<file path="src/rtl/jtkicker_romresp_pkg.sv">
// Shared types for the video ROM responder: fetch FSM encoding and client identifiers.
`timescale 1ns/1ps
package jtkicker_romresp_pkg;

  typedef enum logic [1:0] {
    FSM_IDLE = 2'd0,
    FSM_LO   = 2'd1,
    FSM_HI   = 2'd2,
    FSM_DONE = 2'd3
  } fsm_e;

  typedef enum logic {
    CLI_SCR = 1'b0,
    CLI_OBJ = 1'b1
  } client_e;

  localparam logic [1:0] ST_IDLE = FSM_IDLE;
  localparam logic [1:0] ST_LO   = FSM_LO;
  localparam logic [1:0] ST_HI   = FSM_HI;
  localparam logic [1:0] ST_DONE = FSM_DONE;

endpackage

</file>
<file path="src/rtl/jtkicker_romresp_cache.sv">
// One-word cache for a single ROM client: tag, 32-bit word, valid flag and the hit compare.
`timescale 1ns/1ps
module jtkicker_romresp_cache
  import jtkicker_romresp_pkg::*;
#(
  parameter int AW = 13
) (
  input  logic          clk,
  input  logic          rst_n,
  input  logic [AW-1:0] addr,
  input  logic          en,
  input  logic          clr,
  input  logic          wr_lo,
  input  logic          wr_hi,
  input  logic          fill,
  input  logic [15:0]   din,
  input  logic [AW-1:0] ftag,
  output logic [31:0]   data,
  output logic          hit,
  output logic          miss
);

  logic [AW-1:0] tag_q, tag_d;
  logic [31:0]   data_q, data_d;
  logic          valid_q, valid_d;

  always_comb begin
    tag_d   = tag_q;
    data_d  = data_q;
    valid_d = valid_q;
    // valid drops when the fill starts so a half-written word is never reported as a hit
    if (clr)   valid_d = 1'b0;
    if (wr_lo) data_d[15:0]  = din;
    if (wr_hi) data_d[31:16] = din;
    if (fill) begin
      tag_d   = ftag;
      valid_d = 1'b1;
    end
  end

  always_ff @(posedge clk or negedge rst_n) begin
    if (!rst_n) begin
      tag_q   <= '0;
      data_q  <= '0;
      valid_q <= 1'b0;
    end else begin
      tag_q   <= tag_d;
      data_q  <= data_d;
      valid_q <= valid_d;
    end
  end

  assign data = data_q;
  assign hit  = valid_q & en & (tag_q == addr);
  assign miss = en & ~hit;

endmodule

</file>
<file path="src/rtl/jtkicker_gfx_romresp.sv">
// Serves the scroll and object ROM clients from one 16-bit SDRAM read port, two reads per 32-bit word.
`timescale 1ns/1ps
module jtkicker_gfx_romresp
  import jtkicker_romresp_pkg::*;
#(
  parameter int                SCR_AW     = 13,
  parameter int                OBJ_AW     = 14,
  parameter int                MEM_AW     = 22,
  parameter logic [MEM_AW-1:0] SCR_OFFSET = 22'h0,
  parameter logic [MEM_AW-1:0] OBJ_OFFSET = 22'h8000
) (
  input  logic              clk,
  input  logic              rst_n,
  input  logic [SCR_AW-1:0] scr_addr,
  output logic [31:0]       scr_data,
  output logic              scr_ok,
  input  logic              obj_cs,
  input  logic [OBJ_AW-1:0] obj_addr,
  output logic [31:0]       obj_data,
  output logic              obj_ok,
  output logic [MEM_AW-1:0] mem_addr,
  output logic              mem_rd,
  input  logic              mem_rdy,
  input  logic [15:0]       mem_dout,
  output logic [1:0]        st_dbg
);

  // SDRAM handshake: mem_rd rises with mem_addr and is held (address advancing once) until the
  // second mem_rdy pulse; mem_dout is taken only in the cycle mem_rdy is high while in LO or HI.

  localparam int FAW = (SCR_AW > OBJ_AW) ? SCR_AW : OBJ_AW;

  logic [1:0]     st_q, st_d;
  logic           cli_q, cli_d;
  logic           rr_q, rr_d;
  logic [FAW-1:0] faddr_q, faddr_d;

  logic grant, gnt_obj, wr_lo, wr_hi, fill;
  logic scr_hit, scr_miss, obj_hit, obj_miss;
  logic [MEM_AW-1:0] base;

  always_comb begin
    st_d    = st_q;
    cli_d   = cli_q;
    rr_d    = rr_q;
    faddr_d = faddr_q;
    grant   = 1'b0;
    gnt_obj = 1'b0;
    wr_lo   = 1'b0;
    wr_hi   = 1'b0;
    fill    = 1'b0;
    case (st_q)
      ST_IDLE: begin
        if (scr_miss | obj_miss) begin
          // rr_q names the client preferred on a tie, i.e. the one not served last
          grant   = 1'b1;
          gnt_obj = obj_miss & (~scr_miss | (rr_q == CLI_OBJ));
          cli_d   = gnt_obj;
          rr_d    = ~gnt_obj;
          faddr_d = gnt_obj ? FAW'(obj_addr) : FAW'(scr_addr);
          st_d    = ST_LO;
        end
      end
      ST_LO: begin
        if (mem_rdy) begin
          wr_lo = 1'b1;
          st_d  = ST_HI;
        end
      end
      ST_HI: begin
        if (mem_rdy) begin
          wr_hi = 1'b1;
          st_d  = ST_DONE;
        end
      end
      default: begin
        fill = 1'b1;
        st_d = ST_IDLE;
      end
    endcase
  end

  always_ff @(posedge clk or negedge rst_n) begin
    if (!rst_n) begin
      st_q    <= ST_IDLE;
      cli_q   <= CLI_SCR;
      rr_q    <= CLI_SCR;
      faddr_q <= '0;
    end else begin
      st_q    <= st_d;
      cli_q   <= cli_d;
      rr_q    <= rr_d;
      faddr_q <= faddr_d;
    end
  end

  assign mem_rd   = (st_q == ST_LO) | (st_q == ST_HI);
  assign base     = (cli_q == CLI_OBJ) ? OBJ_OFFSET : SCR_OFFSET;
  assign mem_addr = mem_rd ? (base + MEM_AW'({faddr_q, 1'b0}) + MEM_AW'(st_q == ST_HI)) : '0;
  assign st_dbg   = st_q;

  jtkicker_romresp_cache #(.AW(SCR_AW)) u_scr_cache (
    .clk   (clk),
    .rst_n (rst_n),
    .addr  (scr_addr),
    .en    (1'b1),
    .clr   (grant & ~gnt_obj),
    .wr_lo (wr_lo & (cli_q == CLI_SCR)),
    .wr_hi (wr_hi & (cli_q == CLI_SCR)),
    .fill  (fill & (cli_q == CLI_SCR)),
    .din   (mem_dout),
    .ftag  (faddr_q[SCR_AW-1:0]),
    .data  (scr_data),
    .hit   (scr_hit),
    .miss  (scr_miss)
  );

  jtkicker_romresp_cache #(.AW(OBJ_AW)) u_obj_cache (
    .clk   (clk),
    .rst_n (rst_n),
    .addr  (obj_addr),
    .en    (obj_cs),
    .clr   (grant & gnt_obj),
    .wr_lo (wr_lo & (cli_q == CLI_OBJ)),
    .wr_hi (wr_hi & (cli_q == CLI_OBJ)),
    .fill  (fill & (cli_q == CLI_OBJ)),
    .din   (mem_dout),
    .ftag  (faddr_q[OBJ_AW-1:0]),
    .data  (obj_data),
    .hit   (obj_hit),
    .miss  (obj_miss)
  );

  assign scr_ok = scr_hit;
  assign obj_ok = obj_hit;

endmodule

</file>
<file path="config.mk">
export PLATFORM = sky130hd
export DESIGN_NAME = jtkicker_gfx_romresp
export DESIGN_NICKNAME = d
export VERILOG_FILES = /design/src/rtl/jtkicker_romresp_pkg.sv /design/src/rtl/jtkicker_romresp_cache.sv /design/src/rtl/jtkicker_gfx_romresp.sv
export SDC_FILE = /design/constraint.sdc
export NUM_CORES = 1
export LEC_CHECK = 0
export CAP_MARGIN = 20
export CORE_UTILIZATION = 51
export DETAILED_ROUTE_END_ITERATION = 8
export PLACE_DENSITY_LB_ADDON = 0.12
export SLEW_MARGIN = 0
export SYNTH_ARGS = -nofsm -noshare
export SYNTH_HDL_FRONTEND = slang
export SYNTH_HIERARCHICAL = 1
export SYNTH_SLANG_ARGS = --single-unit
</file>
<file path="constraint.sdc">
create_clock -name clk -period 4.53 [get_ports clk]
set_input_delay 0.6795 -clock clk [delete_from_list [all_inputs] [get_ports clk]]
set_output_delay 0.6795 -clock clk [all_outputs]
set_load 0.03 [all_outputs]
</file>
Yosys cells after proc, flatten, opt, wreduce, memory -nomap -nowiden
Cells that the tools add are included.
{"block": "totals", "wordCells": 67, "output_inout_bits": 91, "ff_bits": 111, "inputBits": 47}
{"block": "op_classes", "add_sub_neg": 2, "bitwise_logic": 21, "n_eq_ne": 7, "reduce_logical": 6, "mux": 19}
{"cell": "$add 17x1->18", "count": 1}
{"cell": "$mux 18", "count": 1}
{"cell": "$add 16x15->17", "count": 1}
{"cell": "$mux 16", "count": 1}
{"cell": "$eq 14x14->1", "count": 1}
{"cell": "$mux 14", "count": 1}
{"cell": "$and 1x1->1", "count": 13}
{"cell": "$eq 13x13->1", "count": 1}
{"cell": "$mux 1", "count": 12}
{"cell": "$mux 2", "count": 3}
{"cell": "$ne 2x2->1 const B", "count": 3}
{"cell": "$pmux 2 s3", "count": 1}
{"cell": "$not 1->1", "count": 5}
{"cell": "$reduce_bool 2->1", "count": 2}
{"cell": "$or 1x1->1", "count": 3}
{"cell": "$reduce_and 3->1", "count": 1}
{"cell": "$reduce_or 3->1", "count": 1}
{"cell": "$eq 2x1->1 const B", "count": 1}
{"cell": "$eq 2x2->1 const B", "count": 1}
{"cell": "$logic_not 2->1", "count": 1}
{"cell": "$reduce_and 2->1", "count": 1}

Longest topological paths before layout
{"block": "depth", "depth_word": 11, "mapped_depth": 9}

Modules after synthesis
Netlist, hierarchy kept.
{"mod": "jtkicker_romresp_cache (u_obj_cache)", "area_each_um2": 1934.4, "seq_area_each_um2": 1176.1, "instances": 1, "cells_each": 123}
{"mod": "jtkicker_romresp_cache (u_scr_cache)", "area_each_um2": 1849.3, "seq_area_each_um2": 1151.1, "instances": 1, "cells_each": 118}
{"mod": "jtkicker_gfx_romresp", "area_each_um2": 1048.5, "seq_area_each_um2": 450.4, "instances": 1, "cells_each": 101}

Worst setup path before layout
Ideal clock, no wire load.
{"block": "synth_timing", "path_kind": "input -> output", "from": "in scr_addr[12]", "to": "out scr_ok", "setup_slack_ps": 1673, "arrival_ps": 2178, "n_path_buf": 0, "required_time_ps": 3851, "cell_stages": 4, "path_cell_list": "xor2_1 > nor4_1 > nand2_1 > nor4_1"}
{"block": "synth_via", "elab_chain_cells": 2}
{"element": "from (decl)", "line_no": "jtkicker_gfx_romresp.sv:14", "text": "input logic [SCR_AW-1:0] scr_addr,"}
{"element": "$eq 13x13->1", "line_no": "jtkicker_romresp_cache.sv:54", "text": "assign hit = valid_q & en & (tag_q == addr);"}
{"element": "$and 1x1->1", "line_no": "jtkicker_romresp_cache.sv:54"}
{"element": "to (decl)", "line_no": "jtkicker_gfx_romresp.sv:16", "text": "output logic scr_ok,"}
Every way passes these cells.

Worst setup path after layout
{"block": "layout_timing", "from": "in scr_addr[7]", "to": "out scr_ok"}
The elaborated chain is that of the path after synthesis.

==> results.md <==
- N_diodes: 0
- Worst Setup Path Type: in -> out
- Sequential fraction of the synthesis area: 0.575
- Register-to-Register Path Depth: 7
- Die W: 99.3 microns
- Fin nets: 525
- Worst skew pair latency: 0.37 ns
- Synth cell count leaders: dfrtp_1 (111), mux2_2 (92), and2_1 (22)
- Area Overhead vs Synth: 32.7%
- HPWL after DPL: between 7 and 8 mm
- Clk root buf: clkbuf_8
- # DRC: 0
- Htree depth: 3
- Hold Buf Count CTS: 0
- Peak Freq: ~280 MHz
- CTS Sinks: between 100 and 150
- WL final: about 10 mm
- I/O pin count: approximately 140
- Post-DP Area: slightly above 0.006 sq mm
- Via density: approximately 5.3
- Reg-to-Reg End: u_obj_cache/valid_q
- Synth area leader: dfrtp_1
- Clock buffer depth: 2
- Drt pass-1 iters: 4
- Relative slew slack: 0.358
- Yosys warnings: 6
- TritonCTS Buffers: 9
- Post-synthesis cell type count: 32
- CORE AREA: 0.00920 sq mm
- Most common cell in the synthesized netlist: dfrtp_1
- Fin crit share: 0.782
- CP max stage delay: between 0.7 and 0.8 ns
- Vert. Die Dim: roughly 99 microns
- 1st-iter DRT viols: between 70 and 80
- Fraction of layout cells with a size suffix above 1: 0.247
- Largest net degree at the start of global routing: between 80 and 90
- Port bufs: roughly 130
- Endpoints failing setup: 0
- Initial Utilization: 0.525
- # placed instances: ~570
- Worst EP arrival: around 2.9 ns
- Num rows: 35
- Overall global routing resource usage: 0.220
- Hold Path Class: in -> async
- Crit-path max FO: 2
- Clock skew: approximately 0.017 ns
- RSZ-0062 raised after global routing: false
- Number of enable flip-flop cells after synthesis: 0
- Async set or reset register ratio after synthesis: 1.00
- Gates resized, CTS repair: 0
- First-pass GRT wire length: 16.6 mm
- Max-cap viol count: 0
- Vias in the first global route: ~3100
- Max stage delay cell, worst path: clkdlybuf4s50_1
- Synthesized flop and latch total: between 100 and 150
- Initial antenna violation count: 0
- Synthesized area: 0.00483 sq mm
- Leak: 2.75 nW
- Synth Flop Type: dfrtp_1
- R2R setup slack: around 2.0 ns
- Worst VDD drop: 0.410 mV
- Status: finished, final reports clean
- Final Cell Area: between 0.006 and 0.007 sq mm
- Mapped Cells: approximately 340
- Syn avg cell area: 14.1 sq um
- Clock slew at reported path FFs: about 0.11 ns
- Setup repair bufs after CTS: 0
- Critical Path RT: just under 4 ns
- Max-slew violations: 0
- Reg-to-Reg Start: u_scr_cache/tag_q[7]
- CP endpoint kind: primary output
- Die area: between 0.009 and 0.01 sq mm
- Worst-margin pin slew: roughly 0.96 ns
- Area contributors post-synth: dfrtp_1 (57%), mux2_2 (21%), xor2_1 (3.3%)
- RePlAce Congestion: between 0.8 and 0.9
- Worst setup startpoint: scr_addr[7]
- CTS tree: built
- Critical path cell sequence: clkdlybuf4s50_1 > xor2_1 > nor4_1 > nand2_1 > nor4_1 > clkdlybuf4s50_1
- Top cell type's share of synthesized area: 0.575
- Grt total ovfl: 0
- Finished Layout Cells: 589
- Antenna-violating nets left: 0
- CP startpoint kind: primary input
- Tmin final: 3.54 ns
- Wire per inst: ~17 microns
- Total number of vias: between 3000 and 4000
- Final setup TNS: 0 ns
- Cell Pwr Density: 794 mW/mm^2
- Hold Violations, Final: 0
per-layer routing:
metal / GRT usage / vias up / part of all wire
li1: - / 1439 / -
met1: 0.307 / 1564 / 0.48
met2: 0.348 / 93 / 0.47
met3: 0.0471 / 12 / 0.040
met4: 0.0701 / 0 / 0.012
met5: 0 / - / 0
critical path: cells and delay by family:
family | cells | cell delay, ns
and+or+nand+nor | 3 | 0.79
xor gates and xnor gates | 1 | 0.19
buffers and inverters | 2 | 1.20
cells by family after synthesis:
family                   after synthesis  share of synthesized area
AND/OR/NAND/NOR                       52                     0.0642
buffers and inverters                 27                     0.0337
adder cells (fa/ha/maj)                5                     0.0129
other                                  2                    0.00155
multiplexers                          93                      0.216
AO/OA/AOI/OAI                         25                     0.0474
flip-flops                           111                      0.575
XOR/XNOR                              27                     0.0489
flip-flops by register name, indices dropped and copies added (netlist names):
register and cells:
u_scr_cache/tag_q 13, u_scr_cache/data 32, cli_q 1, u_scr_cache/valid_q 1, rr_q 1, st_dbg 2
faddr_q 14, u_obj_cache/tag_q 14, u_obj_cache/data 32, u_obj_cache/valid_q 1
layout make-up:
class / count / area, sq um
fillers: 711 / 2780
well taps: 111 / 139
multi-input cells: 210 / 1920
repair buffers: 135 / 1360
clock inverters: 6 / 70.1
inverters: 6 / 22.5
clock buffers: 10 / 128
flip-flops and latches: 111 / 2780
layout by cell type (no fill, tap or decap), types with 7 or more instances in the layout:
cell type / Yosys / layout
a221o_1: 13 / 13
xor2_1: 18 / 18
and2_0: 7 / 7
mux2_2: 92 / 92
clkbuf_8: 0 / 9
dfrtp_1: 111 / 111
clkdlybuf4s50_1: 0 / 130
and2_1: 22 / 22
conb_1: 2 / 8
xnor2_1: 9 / 9
stage by stage:
stage / setup WS, ns / hold slack (ns) / utilization / power [mW]
2_1_floorplan: 1.67 / 0.384 / - / 3.46
3_3_place_gp: 0.955 / 0.459 / 0.673 / 4.48
3_5_place_dp: 0.997 / 0.469 / 0.673 / 4.54
4_1_cts: 0.974 / 0.492 / 0.694 / 5.14
5_1_grt: 0.866 / 0.220 / 0.697 / 5.38
6_report: 0.988 / 0.212 / 0.697 / 5.09
worst max-delay path by stage:
stage | endpoint | slack (ns) | cells after the start
floorplan | scr_ok | 1.67 | 4
global placement | scr_ok | 0.96 | 6
detailed placement | scr_ok | 1.0 | 6
CTS | scr_ok | 0.97 | 6
global route | scr_ok | 0.87 | 6
finish | scr_ok | 0.99 | 6
where the power goes:
group | internal [mW] | switching (mW) | total [mW] | leakage (nW)
Sequential | 1.47 | 0.286 | 1.76 | 1.36
Clock | 0.260 | 0.333 | 0.593 | 0.101
Combinational | 1.30 | 1.44 | 2.74 | 1.30
Note: power is estimated with default switching activity, not from simulation.
